==> src/rtl/lift_pkg.sv <==
`default_nettype none
// ----------------------------------------------------------------------------
// Module : lift_pkg
// Desc   : Shared car-controller state encoding and floor-width constants.
// Rev    : 1.0
// ----------------------------------------------------------------------------
package lift_pkg;

  localparam int FLOOR_W    = 4;
  localparam int MAX_FLOORS = 16;

  typedef enum logic [1:0] {
    IDLE      = 2'd0,
    MOVE_UP   = 2'd1,
    MOVE_DOWN = 2'd2,
    DOOR_OPEN = 2'd3
  } state_t;

endpackage
`default_nettype wire

==> src/rtl/lift_req_scan.sv <==
`default_nettype none
// ----------------------------------------------------------------------------
// Module : lift_req_scan
// Desc   : Flags pending requests above, below and at the current floor.
// Rev    : 1.0
// ----------------------------------------------------------------------------
module lift_req_scan
  import lift_pkg::*;
#(
  parameter int NUM_FLOORS = 11
) (
  input  logic [NUM_FLOORS-1:0] pending,
  input  logic [FLOOR_W-1:0]    cur_floor,
  output logic                  above,
  output logic                  below,
  output logic                  here
);

  always_comb begin
    above = 1'b0;
    below = 1'b0;
    here  = 1'b0;
    for (int i = 0; i < NUM_FLOORS; i++) begin
      if (pending[i]) begin
        if (i > int'(cur_floor))  above = 1'b1;
        if (i < int'(cur_floor))  below = 1'b1;
        if (i == int'(cur_floor)) here  = 1'b1;
      end
    end
  end

endmodule
`default_nettype wire

==> src/rtl/lift_car_controller.sv <==
`default_nettype none
// ----------------------------------------------------------------------------
// Module : lift_car_controller
// Desc   : Collective-scheduling car controller; LIFT_OVERLOAD_EN adds an
//          overload input that holds the door open.
// Rev    : 1.0
// ----------------------------------------------------------------------------
module lift_car_controller
  import lift_pkg::*;
#(
  parameter int NUM_FLOORS  = 11,
  parameter int FLOOR_TICKS = 8,
  parameter int DOOR_TICKS  = 4
) (
  input  logic                  clk,
  input  logic                  rst,
`ifdef LIFT_OVERLOAD_EN
  input  logic                  overload,
`endif
  input  logic                  assign_valid,
  input  logic [FLOOR_W-1:0]    assign_floor,
  output logic                  assign_err,
  output logic [FLOOR_W-1:0]    liftstate,
  output logic [NUM_FLOORS-1:0] pending,
  output logic                  served_valid,
  output logic [FLOOR_W-1:0]    served_floor,
  output logic                  moving_up,
  output logic                  moving_down,
  output logic                  door_open
);

  localparam int MAX_TICKS = (FLOOR_TICKS > DOOR_TICKS) ? FLOOR_TICKS : DOOR_TICKS;
  localparam int TMR_W     = $clog2(MAX_TICKS);
  localparam logic [TMR_W-1:0]   FLOOR_LOAD  = TMR_W'(FLOOR_TICKS - 1);
  localparam logic [TMR_W-1:0]   DOOR_LOAD   = TMR_W'(DOOR_TICKS - 1);
  localparam logic [FLOOR_W:0]   FLOOR_LIMIT = NUM_FLOORS[FLOOR_W:0];

  if (NUM_FLOORS < 1 || NUM_FLOORS > MAX_FLOORS || FLOOR_TICKS < 2 || DOOR_TICKS < 1)
  begin : g_param_check
    $error("lift_car_controller: parameter out of range");
  end

  state_t                  state_q, state_d;
  logic [FLOOR_W-1:0]      floor_q, floor_d;
  logic [NUM_FLOORS-1:0]   pending_q, pending_d;
  logic [TMR_W-1:0]        timer_q, timer_d;
  logic                    dir_up_q, dir_up_d;
  logic                    served_valid_q, served_valid_d;
  logic [FLOOR_W-1:0]      served_floor_q, served_floor_d;
  logic                    assign_err_q, assign_err_d;

  logic                    above, below, here;
  logic                    assign_in_range, reassign_here, assign_set;
  logic [FLOOR_W-1:0]      next_floor, door_floor;
  logic                    hit_next, door_enter, door_hold;

`ifdef LIFT_OVERLOAD_EN
  assign door_hold = overload;
`else
  assign door_hold = 1'b0;
`endif

  lift_req_scan #(.NUM_FLOORS(NUM_FLOORS)) u_scan (
    .pending   (pending_q),
    .cur_floor (floor_q),
    .above     (above),
    .below     (below),
    .here      (here)
  );

  assign assign_in_range = {1'b0, assign_floor} < FLOOR_LIMIT;
  // A request for the floor whose door is already open is served in place.
  assign reassign_here   = assign_valid && (state_q == DOOR_OPEN) && (assign_floor == floor_q);
  assign assign_set      = assign_valid && assign_in_range && !reassign_here;
  assign assign_err_d    = assign_valid && !assign_in_range;
  assign next_floor      = (state_q == MOVE_DOWN) ? floor_q - FLOOR_W'(1) : floor_q + FLOOR_W'(1);

  always_comb begin
    hit_next = 1'b0;
    for (int i = 0; i < NUM_FLOORS; i++) begin
      if (pending_q[i] && (int'(next_floor) == i)) hit_next = 1'b1;
    end
  end

  always_comb begin
    state_d        = state_q;
    floor_d        = floor_q;
    timer_d        = timer_q;
    dir_up_d       = dir_up_q;
    served_valid_d = 1'b0;
    served_floor_d = served_floor_q;
    door_enter     = 1'b0;
    door_floor     = floor_q;
    case (state_q)
      IDLE: begin
        if (here) begin
          state_d    = DOOR_OPEN;
          door_enter = 1'b1;
        end else if (above && (dir_up_q || !below)) begin
          state_d  = MOVE_UP;
          dir_up_d = 1'b1;
          timer_d  = FLOOR_LOAD;
        end else if (below) begin
          state_d  = MOVE_DOWN;
          dir_up_d = 1'b0;
          timer_d  = FLOOR_LOAD;
        end
      end
      MOVE_UP, MOVE_DOWN: begin
        if (timer_q == '0) begin
          floor_d = next_floor;
          // Ahead-of-new-floor equals ahead-of-old-floor once the new floor itself is not pending.
          if (hit_next) begin
            state_d    = DOOR_OPEN;
            door_enter = 1'b1;
            door_floor = next_floor;
          end else if ((state_q == MOVE_UP) ? above : below) begin
            timer_d = FLOOR_LOAD;
          end else begin
            state_d = IDLE;
          end
        end else begin
          timer_d = timer_q - TMR_W'(1);
        end
      end
      DOOR_OPEN: begin
        if (reassign_here) begin
          timer_d        = DOOR_LOAD;
          served_valid_d = 1'b1;
          served_floor_d = floor_q;
        end else if (door_hold) begin
          timer_d = DOOR_LOAD;
        end else if (timer_q == '0) begin
          state_d = IDLE;
        end else begin
          timer_d = timer_q - TMR_W'(1);
        end
      end
      default: state_d = IDLE;
    endcase
    if (door_enter) begin
      timer_d        = DOOR_LOAD;
      served_valid_d = 1'b1;
      served_floor_d = door_floor;
    end
  end

  always_comb begin
    pending_d = pending_q;
    for (int i = 0; i < NUM_FLOORS; i++) begin
      if (assign_set && (int'(assign_floor) == i)) pending_d[i] = 1'b1;
      if (door_enter && (int'(door_floor) == i))   pending_d[i] = 1'b0;
    end
  end

  always_ff @(posedge clk or posedge rst) begin
    if (rst) begin
      state_q        <= IDLE;
      floor_q        <= '0;
      pending_q      <= '0;
      timer_q        <= '0;
      dir_up_q       <= 1'b1;
      served_valid_q <= 1'b0;
      served_floor_q <= '0;
      assign_err_q   <= 1'b0;
    end else begin
      state_q        <= state_d;
      floor_q        <= floor_d;
      pending_q      <= pending_d;
      timer_q        <= timer_d;
      dir_up_q       <= dir_up_d;
      served_valid_q <= served_valid_d;
      served_floor_q <= served_floor_d;
      assign_err_q   <= assign_err_d;
    end
  end

  assign assign_err   = assign_err_q;
  assign liftstate    = floor_q;
  assign pending      = pending_q;
  assign served_valid = served_valid_q;
  assign served_floor = served_floor_q;
  assign moving_up    = (state_q == MOVE_UP);
  assign moving_down  = (state_q == MOVE_DOWN);
  assign door_open    = (state_q == DOOR_OPEN);

endmodule
`default_nettype wire

==> config.mk <==
export PLATFORM = sky130hd
export DESIGN_NAME = lift_car_controller
export DESIGN_NICKNAME = d
export VERILOG_FILES = /design/src/rtl/lift_pkg.sv /design/src/rtl/lift_req_scan.sv /design/src/rtl/lift_car_controller.sv
export SDC_FILE = /design/constraint.sdc
export NUM_CORES = 1
export LEC_CHECK = 0
export BUFFER_PORTS_ARGS = -buffer_cell sky130_fd_sc_hd__clkbuf_2
export CELL_PAD_IN_SITES_DETAIL_PLACEMENT = 0
export CELL_PAD_IN_SITES_GLOBAL_PLACEMENT = 1
export CORE_MARGIN = 5
export CORE_UTILIZATION = 44
export DETAILED_ROUTE_END_ITERATION = 12
export PLACE_DENSITY = 0.84
export RECOVER_POWER = 100
export SYNTH_ARGS = -nofsm -noshare
export SYNTH_HDL_FRONTEND = slang
export SYNTH_SLANG_ARGS = --single-unit
export TNS_END_PERCENT = 5
==> constraint.sdc <==
create_clock -name clk -period 4 [get_ports clk]
set_input_delay 0.8 -clock clk [delete_from_list [all_inputs] [get_ports clk]]
set_output_delay 0.8 -clock clk [all_outputs]
set_load 0.01 [all_outputs]
==> metrics.yaml, run 1 <==
post_drt_wl_per_cell_um: 17.61
complex_gate_fraction_of_the_synthesized_area: 0.2727
synth.area.top_cells: "sky130_fd_sc_hd__dfrtp_1, sky130_fd_sc_hd__ha_1, sky130_fd_sc_hd__o21ai_0"
antenna_violations_before_repair: 0
r2r_slack_ns: 0.51
yosys.cell_count.top_type: "sky130_fd_sc_hd__dfrtp_1"
timing.final.setup_violations: 0
fill_cells: 528
hold_depth: 2
core.rowCount: 26
area_delta_synth_final_pct: 7.777
drt_initial_violations: 142
clock-skew-final_ns: 0.005474
post-dp-hpwl_mm: 4.669
max_slew.worst_pin.slew_ns: 1.093
crit_path_max_incr_delay_ns: 0.64
critical_path.endpoint_type: "flop"
postCtsResizedCells: 0
dominantRegCellSynth: "sky130_fd_sc_hd__dfrtp_1"
synth.yosys.warnings: 0
p_sw_mw: 1.358
post_synth_most_frequent_cells: "sky130_fd_sc_hd__dfrtp_1, sky130_fd_sc_hd__nand2_1, sky130_fd_sc_hd__o21ai_0, sky130_fd_sc_hd__a21oi_1, sky130_fd_sc_hd__nor2_1"
initial_core_util: 0.4502
clock_power_share: 0.063
synth-adder-area-share: 0.06024
top_usage_layer: "met2"
timing.rr.start: "liftstate[0]"
arrival_ns: 3.67
insertedDiodeCount: 0
worst_hold_startpoint: "dir_up_q"
tritoncts_num_sinks: 27
share_of_synthesized_area_spent_on_multiplexers: 0.09474
slowest_stage: "sky130_fd_sc_hd__clkbuf_1"
grtUsageMet2: 0.3288
combined_area_of_the_multi_input_logic_cells_um2: 1461
routabilityCongestion: 0.8621
critical_path.top_delay_family: "compound AO/OA/AOI/OAI gates"
internal-power_mw: 1.249
fp.dieArea_um2: 6734
ctsRootBufferMaster: "sky130_fd_sc_hd__clkbuf_8"
synth-edff-count: 0
grtUsageTotal: 0.2019
cts.hold.buffers_added: 0
share_of_post_route_cells_with_drive_strength_above_1: 0.09643
synth-simple-area-share: 0.1824
grt_first_pass_wirelength_mm: 10.53
proportion_of_synthesized_flip_flops_having_asynchronous_set_or_reset: 1.000
max-vdd-ir-drop_uv: 376.9
pwr-share-comb: 0.681
timing.reg2reg.worst_path_depth: 9
proportion_of_total_power_due_to_net_switching: 0.5210
netlist_instances: 257
htreeDepth: 1
fmax_mhz: 286.3
detail-route-antenna-nets: 0
yosysTopAreaCell: "sky130_fd_sc_hd__dfrtp_1"
cts.path.max_buffers: 2
floorplan.die.width_um: 82.06
synth.lib_cells_used.distinct: 62
ff_latch_area_um2: 676.9
pwr_density_cell_nw_per_um2: 1059
static-leakage-power_nw: 1.023
whs_endpoint: "dir_up_q"
grt_overflow: 0
final.setup.worst_slack_ns: 0.5077
worst-setup-path-type: "flop to flop"
cts-buffers-inserted: 3
finalCritPeriodShare: 0.8731
vias_per_cell: 5.883
worstPathRequired_ns: 4.18
start_kind: "flop"
cts_setup_buffers: 0
nNetsFinal: 299
grt_use_met1: 0.2780
grt_pass1_vias: 2086
critical_path.n_buffers_inverters: 1
final.setup.tns_ns: 0
maxCapViolCount: 0
placeableCoreArea_um2: 5075
unrepaired_setup_endpoints_after_global_routing: "false"
ys_seq_area_frac: 0.2963
pre_cts_slack_ns: 0.7429
cts.reportedPaths.clkPinSlew_ns: 0.10
grt_start_max_net_pins: 28
hold_path_class: "flop to flop"
syn-cell-area_um2: 2285
run_status: "complete, no violations"
capture_point_of_the_worst_reg_to_reg_path: "pending[5]"
syn_avg_cell_area_um2: 8.890
postRouteWirelength_mm: 6.162
synth_seq_cells: 27
timing.critical_path.cells: "clkbuf_1, ha_1, mux2i_1, xor2_2, o31ai_1, mux2_4, nor3_1, a22oi_1, o22a_1"
detailedRoute.firstPassIterationCount: 4
power.share.sequential: 0.255
grt.met3_usage: 0.03180
dieHeight_um: 82.06
yosysTopAreaCellShare: 0.2848
routed-via-count: 2059
final_hold_viol_count: 0
port_buffers: 30
period_needed_ns: 3.492
postSynthNetCount: 275
i_o_pin_count: 31
worstSkewPairLatency_ns: 0.28
synth_top_family_by_area: "compound AO/OA/AOI/OAI gates"
drc: 0
cts_tree: "yes"
critical_path.max_fanout: 18
pins_over_their_slew_limit: 0
synth-xor-area-share: 0.04107
slew_margin_rel: 0.2707
## through the flow
stage / power, mW / utilization / hold WS, ns / instances / cell area [um2]
4_1_cts: 2.677 / 0.4970 / 0.5318 / 350 / 2522
5_1_grt: 2.845 / 0.4852 / 0.5470 / 350 / 2462
2_1_floorplan: 2.040 / - / 0.4815 / 257 / 2285
3_5_place_dp: 2.510 / 0.4874 / 0.5175 / 346 / 2474
6_report: 2.607 / 0.4852 / 0.5309 / 350 / 2462
3_3_place_gp: 2.499 / 0.4874 / 0.5108 / 346 / 2474
## worst max-delay path by stage
stage,from,to,slack [ns],cells past startpoint
2_1_floorplan,liftstate[1],state_q[0],0.85,10
3_3_place_gp,liftstate[1],served_floor[2],0.83,9
3_5_place_dp,liftstate[1],served_floor[2],0.74,9
4_1_cts,liftstate[1],timer_q[0],0.71,9
5_1_grt,liftstate[0],pending[5],0.20,9
6_report,liftstate[0],pending[5],0.51,9
## worst min-delay path: cells and delay by family, from the launching register on
family | cells | cell delay [ns]
buffers and inverters | 1 | 0.07
DFF | 1 | 0.37
AOI/OAI and AO/OA | 1 | 0.09
## cells in the final DEF (no fill, tap or decap), types with 2 or more instances in the layout
cell type / n
sky130_fd_sc_hd__a22o_1: 2
sky130_fd_sc_hd__o32a_1: 2
sky130_fd_sc_hd__nor2b_1: 6
sky130_fd_sc_hd__nand2b_1: 5
sky130_fd_sc_hd__a31oi_1: 7
sky130_fd_sc_hd__a21oi_1: 20
sky130_fd_sc_hd__o22a_1: 4
sky130_fd_sc_hd__a211oi_1: 5
sky130_fd_sc_hd__a22oi_1: 4
sky130_fd_sc_hd__buf_4: 2
sky130_fd_sc_hd__a311oi_1: 3
sky130_fd_sc_hd__dfrtp_1: 26
sky130_fd_sc_hd__xor2_1: 4
sky130_fd_sc_hd__o21ai_0: 20
sky130_fd_sc_hd__a32oi_1: 2
sky130_fd_sc_hd__nor3_1: 8
sky130_fd_sc_hd__mux2_2: 2
sky130_fd_sc_hd__nand3b_1: 2
sky130_fd_sc_hd__a221oi_1: 2
sky130_fd_sc_hd__nand3_1: 3
sky130_fd_sc_hd__clkbuf_8: 3
sky130_fd_sc_hd__clkbuf_1: 25
sky130_fd_sc_hd__a21o_1: 3
sky130_fd_sc_hd__mux2i_1: 7
sky130_fd_sc_hd__nor2_1: 19
sky130_fd_sc_hd__nand2_1: 21
sky130_fd_sc_hd__ha_1: 11
sky130_fd_sc_hd__mux2i_4: 2
sky130_fd_sc_hd__and3_1: 6
sky130_fd_sc_hd__xnor2_1: 4
sky130_fd_sc_hd__nand4_1: 3
sky130_fd_sc_hd__inv_1: 12
sky130_fd_sc_hd__nor3b_1: 2
sky130_fd_sc_hd__mux2_4: 2
sky130_fd_sc_hd__clkbuf_2: 6
## cell families after synthesis
| kind of cell | count (synthesis) |
|---|---|
| xor+xnor | 9 |
| fa+ha+maj | 11 |
| compound gates | 87 |
| buf+inv | 27 |
| simple gates | 81 |
| mux | 15 |
| flops | 27 |
## sequential cells by signal, summed over array words and instances, names as in the netlist
signal and count:
state_q 2, pending 11, liftstate 4, assign_err 1, served_floor 4, timer_q 3
dir_up_q 1, served_valid 1
## power groups by stage
| stage | Clock, mW | Sequential [mW] | Combinational, mW |
|---|---|---|---|
| 2_1_floorplan | 0 | 0.589 | 1.45 |
| 3_3_place_gp | 0 | 0.669 | 1.83 |
| 3_5_place_dp | 0 | 0.668 | 1.84 |
| 4_1_cts | 0.168 | 0.662 | 1.85 |
| 5_1_grt | 0.177 | 0.689 | 1.98 |
| 6_report | 0.165 | 0.665 | 1.78 |
## routing by layer
layer	vias up	routed length [um]
met5	-	0
met2	74	2950
met4	0	121
met1	971	2738
li1	1001	-
met3	13	351
## final cells by class
type                            instances  share of cell area
Multi-Input combinational cell        203              0.5935
Clock buffer                            3             0.01677
Sequential cell                        27              0.2749
Timing Repair Buffer                   33             0.05640
Tap cell                               70             0.03557
Clock inverter                          1            0.003049
Inverter                               13             0.01982
Power figures use the tool's default switching activity.
==> inputs of run 2 (changes only) <==
Settings changed: CORE_UTILIZATION 44 to 43, SYNTH_HIERARCHICAL from default to 1.
==> metrics.yaml, run 2 <==
core.rowCount: 26  # unchanged
detailedRoute.firstPassIterationCount: 4  # unchanged
unrepaired_setup_endpoints_after_global_routing: "false"  # unchanged
start_kind: "flop"  # unchanged
post_drt_wl_per_cell_um: 17.35  # was 17.61 um
dominantRegCellSynth: "sky130_fd_sc_hd__dfrtp_1"  # unchanged
netlist_instances: 268  # was 257
syn-cell-area_um2: 2255  # was 2285 um2
drt_initial_violations: 149  # was 142
post_synth_most_frequent_cells: "sky130_fd_sc_hd__a21oi_1, sky130_fd_sc_hd__dfrtp_1, sky130_fd_sc_hd__nor2_1, sky130_fd_sc_hd__o21ai_0, sky130_fd_sc_hd__inv_1"  # was sky130_fd_sc_hd__dfrtp_1, sky130_fd_sc_hd__nand2_1, sky130_fd_sc_hd__o21ai_0, sky130_fd_sc_hd__a21oi_1, sky130_fd_sc_hd__nor2_1
arrival_ns: 3.60  # was 3.67 ns
placeableCoreArea_um2: 5107  # was 5075 um2
final_hold_viol_count: 0  # unchanged
pins_over_their_slew_limit: 0  # unchanged
maxCapViolCount: 0  # unchanged
hold_path_class: "flop to flop"  # unchanged
share_of_post_route_cells_with_drive_strength_above_1: 0.06061  # was 0.09643
cts.reportedPaths.clkPinSlew_ns: 0.10  # about the same
worst-setup-path-type: "flop to flop"  # unchanged
synth_seq_cells: 27  # unchanged
insertedDiodeCount: 0  # unchanged
cts_tree: "yes"  # unchanged
grt_start_max_net_pins: 28  # unchanged
yosysTopAreaCell: "sky130_fd_sc_hd__dfrtp_1"  # unchanged
critical_path.max_fanout: 6  # was 18
routed-via-count: 2261  # was 2059
vias_per_cell: 6.161  # was 5.883
period_needed_ns: 3.449  # was 3.492 ns
initial_core_util: 0.4415  # was 0.4502
port_buffers: 30  # unchanged
fp.dieArea_um2: 6791  # was 6734 um2
routabilityCongestion: 0.8799  # was 0.8621
r2r_slack_ns: 0.55  # was 0.51 ns
most_common_cell_after_layout_fill_and_taps_aside: "sky130_fd_sc_hd__a21oi_1"  # was sky130_fd_sc_hd__dfrtp_1
nNetsFinal: 318  # was 299
critical_path.endpoint_type: "flop"  # unchanged
postSynthNetCount: 288  # was 275
proportion_of_synthesized_flip_flops_having_asynchronous_set_or_reset: 1.000  # unchanged
area_delta_synth_final_pct: 9.101  # was 7.777%
yosysTopAreaCellShare: 0.2886  # was 0.2848
slew_margin_rel: 0.2799  # was 0.2707
ctsRootBufferMaster: "sky130_fd_sc_hd__clkbuf_8"  # unchanged
dieHeight_um: 82.41  # was 82.06 um
worstSkewPairLatency_ns: 0.28  # about the same
postCtsResizedCells: 0  # unchanged
tritoncts_num_sinks: 27  # unchanged
cts.path.max_buffers: 2  # unchanged
i_o_pin_count: 31  # unchanged
drc: 0  # unchanged
largest_register_ffs: 11  # unchanged
synth.yosys.warnings: 6  # was 0
grt_overflow: 0  # unchanged
worstPathRequired_ns: 4.15  # was 4.18 ns
ys_seq_area_frac: 0.3002  # was 0.2963
timing.final.setup_violations: 0  # unchanged
layout.cells.most_common_list: "sky130_fd_sc_hd__a21oi_1, sky130_fd_sc_hd__dfrtp_1, sky130_fd_sc_hd__clkbuf_1"  # was sky130_fd_sc_hd__dfrtp_1, sky130_fd_sc_hd__clkbuf_1, sky130_fd_sc_hd__nand2_1
cts_setup_buffers: 0  # unchanged
antenna_violations_before_repair: 0  # unchanged
finalCritPeriodShare: 0.8623  # was 0.8731
grt_first_pass_wirelength_mm: 10.32  # was 10.53 mm
detail-route-antenna-nets: 0  # unchanged
final.setup.tns_ns: 0  # unchanged
clock-skew-final_ns: 0.003907  # was 0.005474 ns
cts-buffers-inserted: 3  # unchanged
fmax_mhz: 289.9  # was 286.3 MHz
yosys.cell_count.top_type: "sky130_fd_sc_hd__a21oi_1"  # was sky130_fd_sc_hd__dfrtp_1
postRouteWirelength_mm: 6.367  # was 6.162 mm
syn_avg_cell_area_um2: 8.413  # was 8.890 um2
synth.area.top_cells: "sky130_fd_sc_hd__dfrtp_1, sky130_fd_sc_hd__a21oi_1, sky130_fd_sc_hd__ha_1"  # was sky130_fd_sc_hd__dfrtp_1, sky130_fd_sc_hd__ha_1, sky130_fd_sc_hd__o21ai_0
grtUsageTotal: 0.1961  # was 0.2019
post-dp-hpwl_mm: 4.525  # was 4.669 mm
run_status: "complete, no violations"  # unchanged
synth.lib_cells_used.distinct: 58  # was 62
cts.hold.buffers_added: 0  # unchanged
max_slew.worst_pin.slew_ns: 1.079  # was 1.093 ns
synth-edff-count: 0  # unchanged
htreeDepth: 1  # unchanged
floorplan.die.width_um: 82.41  # was 82.06 um
grt_pass1_vias: 2065  # was 2086
## run 2: cell types whose count changed in the layout (fill, tap and decap cells not counted), sizes merged, moves of 4 or more
cell	change
a21oi	+16
nand2	-7
and3	-6
inv	+4
nor2b	-4
o211ai	+4
o22a	-4
o22ai	+4
o31ai	+4
## run 2: cells by family after synthesis
logic type,after synthesis,share of synthesized area
buf+inv,28,0.06215
xor+xnor,7,0.02719
fa+ha+maj,13,0.07214
flops,27,0.3002
mux,11,0.06382
simple gates,76,0.1704
compound gates,106,0.3041
## run 2: worst max-delay path: stages (launching register included)
cell	delay, ns
sky130_fd_sc_hd__dfrtp_1	0.43
sky130_fd_sc_hd__inv_1	0.15
sky130_fd_sc_hd__ha_1	0.31
sky130_fd_sc_hd__xor2_1	0.18
sky130_fd_sc_hd__ha_1	0.21
sky130_fd_sc_hd__a21oi_1	0.22
sky130_fd_sc_hd__xor2_1	0.32
sky130_fd_sc_hd__mux2i_1	0.38
sky130_fd_sc_hd__mux2_1	0.34
sky130_fd_sc_hd__nand2_1	0.13
sky130_fd_sc_hd__o31ai_1	0.49
sky130_fd_sc_hd__a21oi_1	0.16
## run 2: final timing paths
path / start / to / depth (start not counted)
setup reg to reg: state_q[0] / pending[10] / 11
hold / removal: served_floor[1] / served_floor[1] / 1
max in group asynchronous: rst / pending[1] / 2
min in group asynchronous: rst / served_floor[2] / 2
setup / recovery: state_q[0] / pending[10] / 11
hold reg to reg: served_floor[1] / served_floor[1] / 1
## run 2: per-layer routing
layer | part of all wire | GRT usage | vias to the layer above
met5 | 0 | 0 | -
met4 | 0.018 | 0.06312 | 0
met3 | 0.057 | 0.01627 | 9
met2 | 0.45 | 0.2869 | 90
met1 | 0.48 | 0.3011 | 1101
li1 | - | - | 1061
## run 2: layout make-up
type	instances	area (um2)
fill	541	2648
multi-input combinational	213	1431
sequential	27	676.9
timing repair buffer	35	151.4
tap	70	87.58
inverter	18	67.56
clock buffer	4	45.04
## run 2: stage by stage
step / cell area (um2) / cells / util / hold slack, ns / setup slack (ns)
after global placement: 2457 / 363 / 0.4811 / 0.4757 / 0.6956
after CTS: 2502 / 367 / 0.4900 / 0.5088 / 0.5874
after global routing: 2460 / 367 / 0.4816 / 0.5278 / 0.2232
after floorplan: 2255 / 268 / - / 0.5062 / 1.142
final: 2460 / 367 / 0.4816 / 0.4990 / 0.5506
after detailed placement: 2457 / 363 / 0.4811 / 0.4844 / 0.6176
Power of run 2 is not shown: default switching activity piles up to over one toggle a cycle in this logic, so the estimate is an artifact.
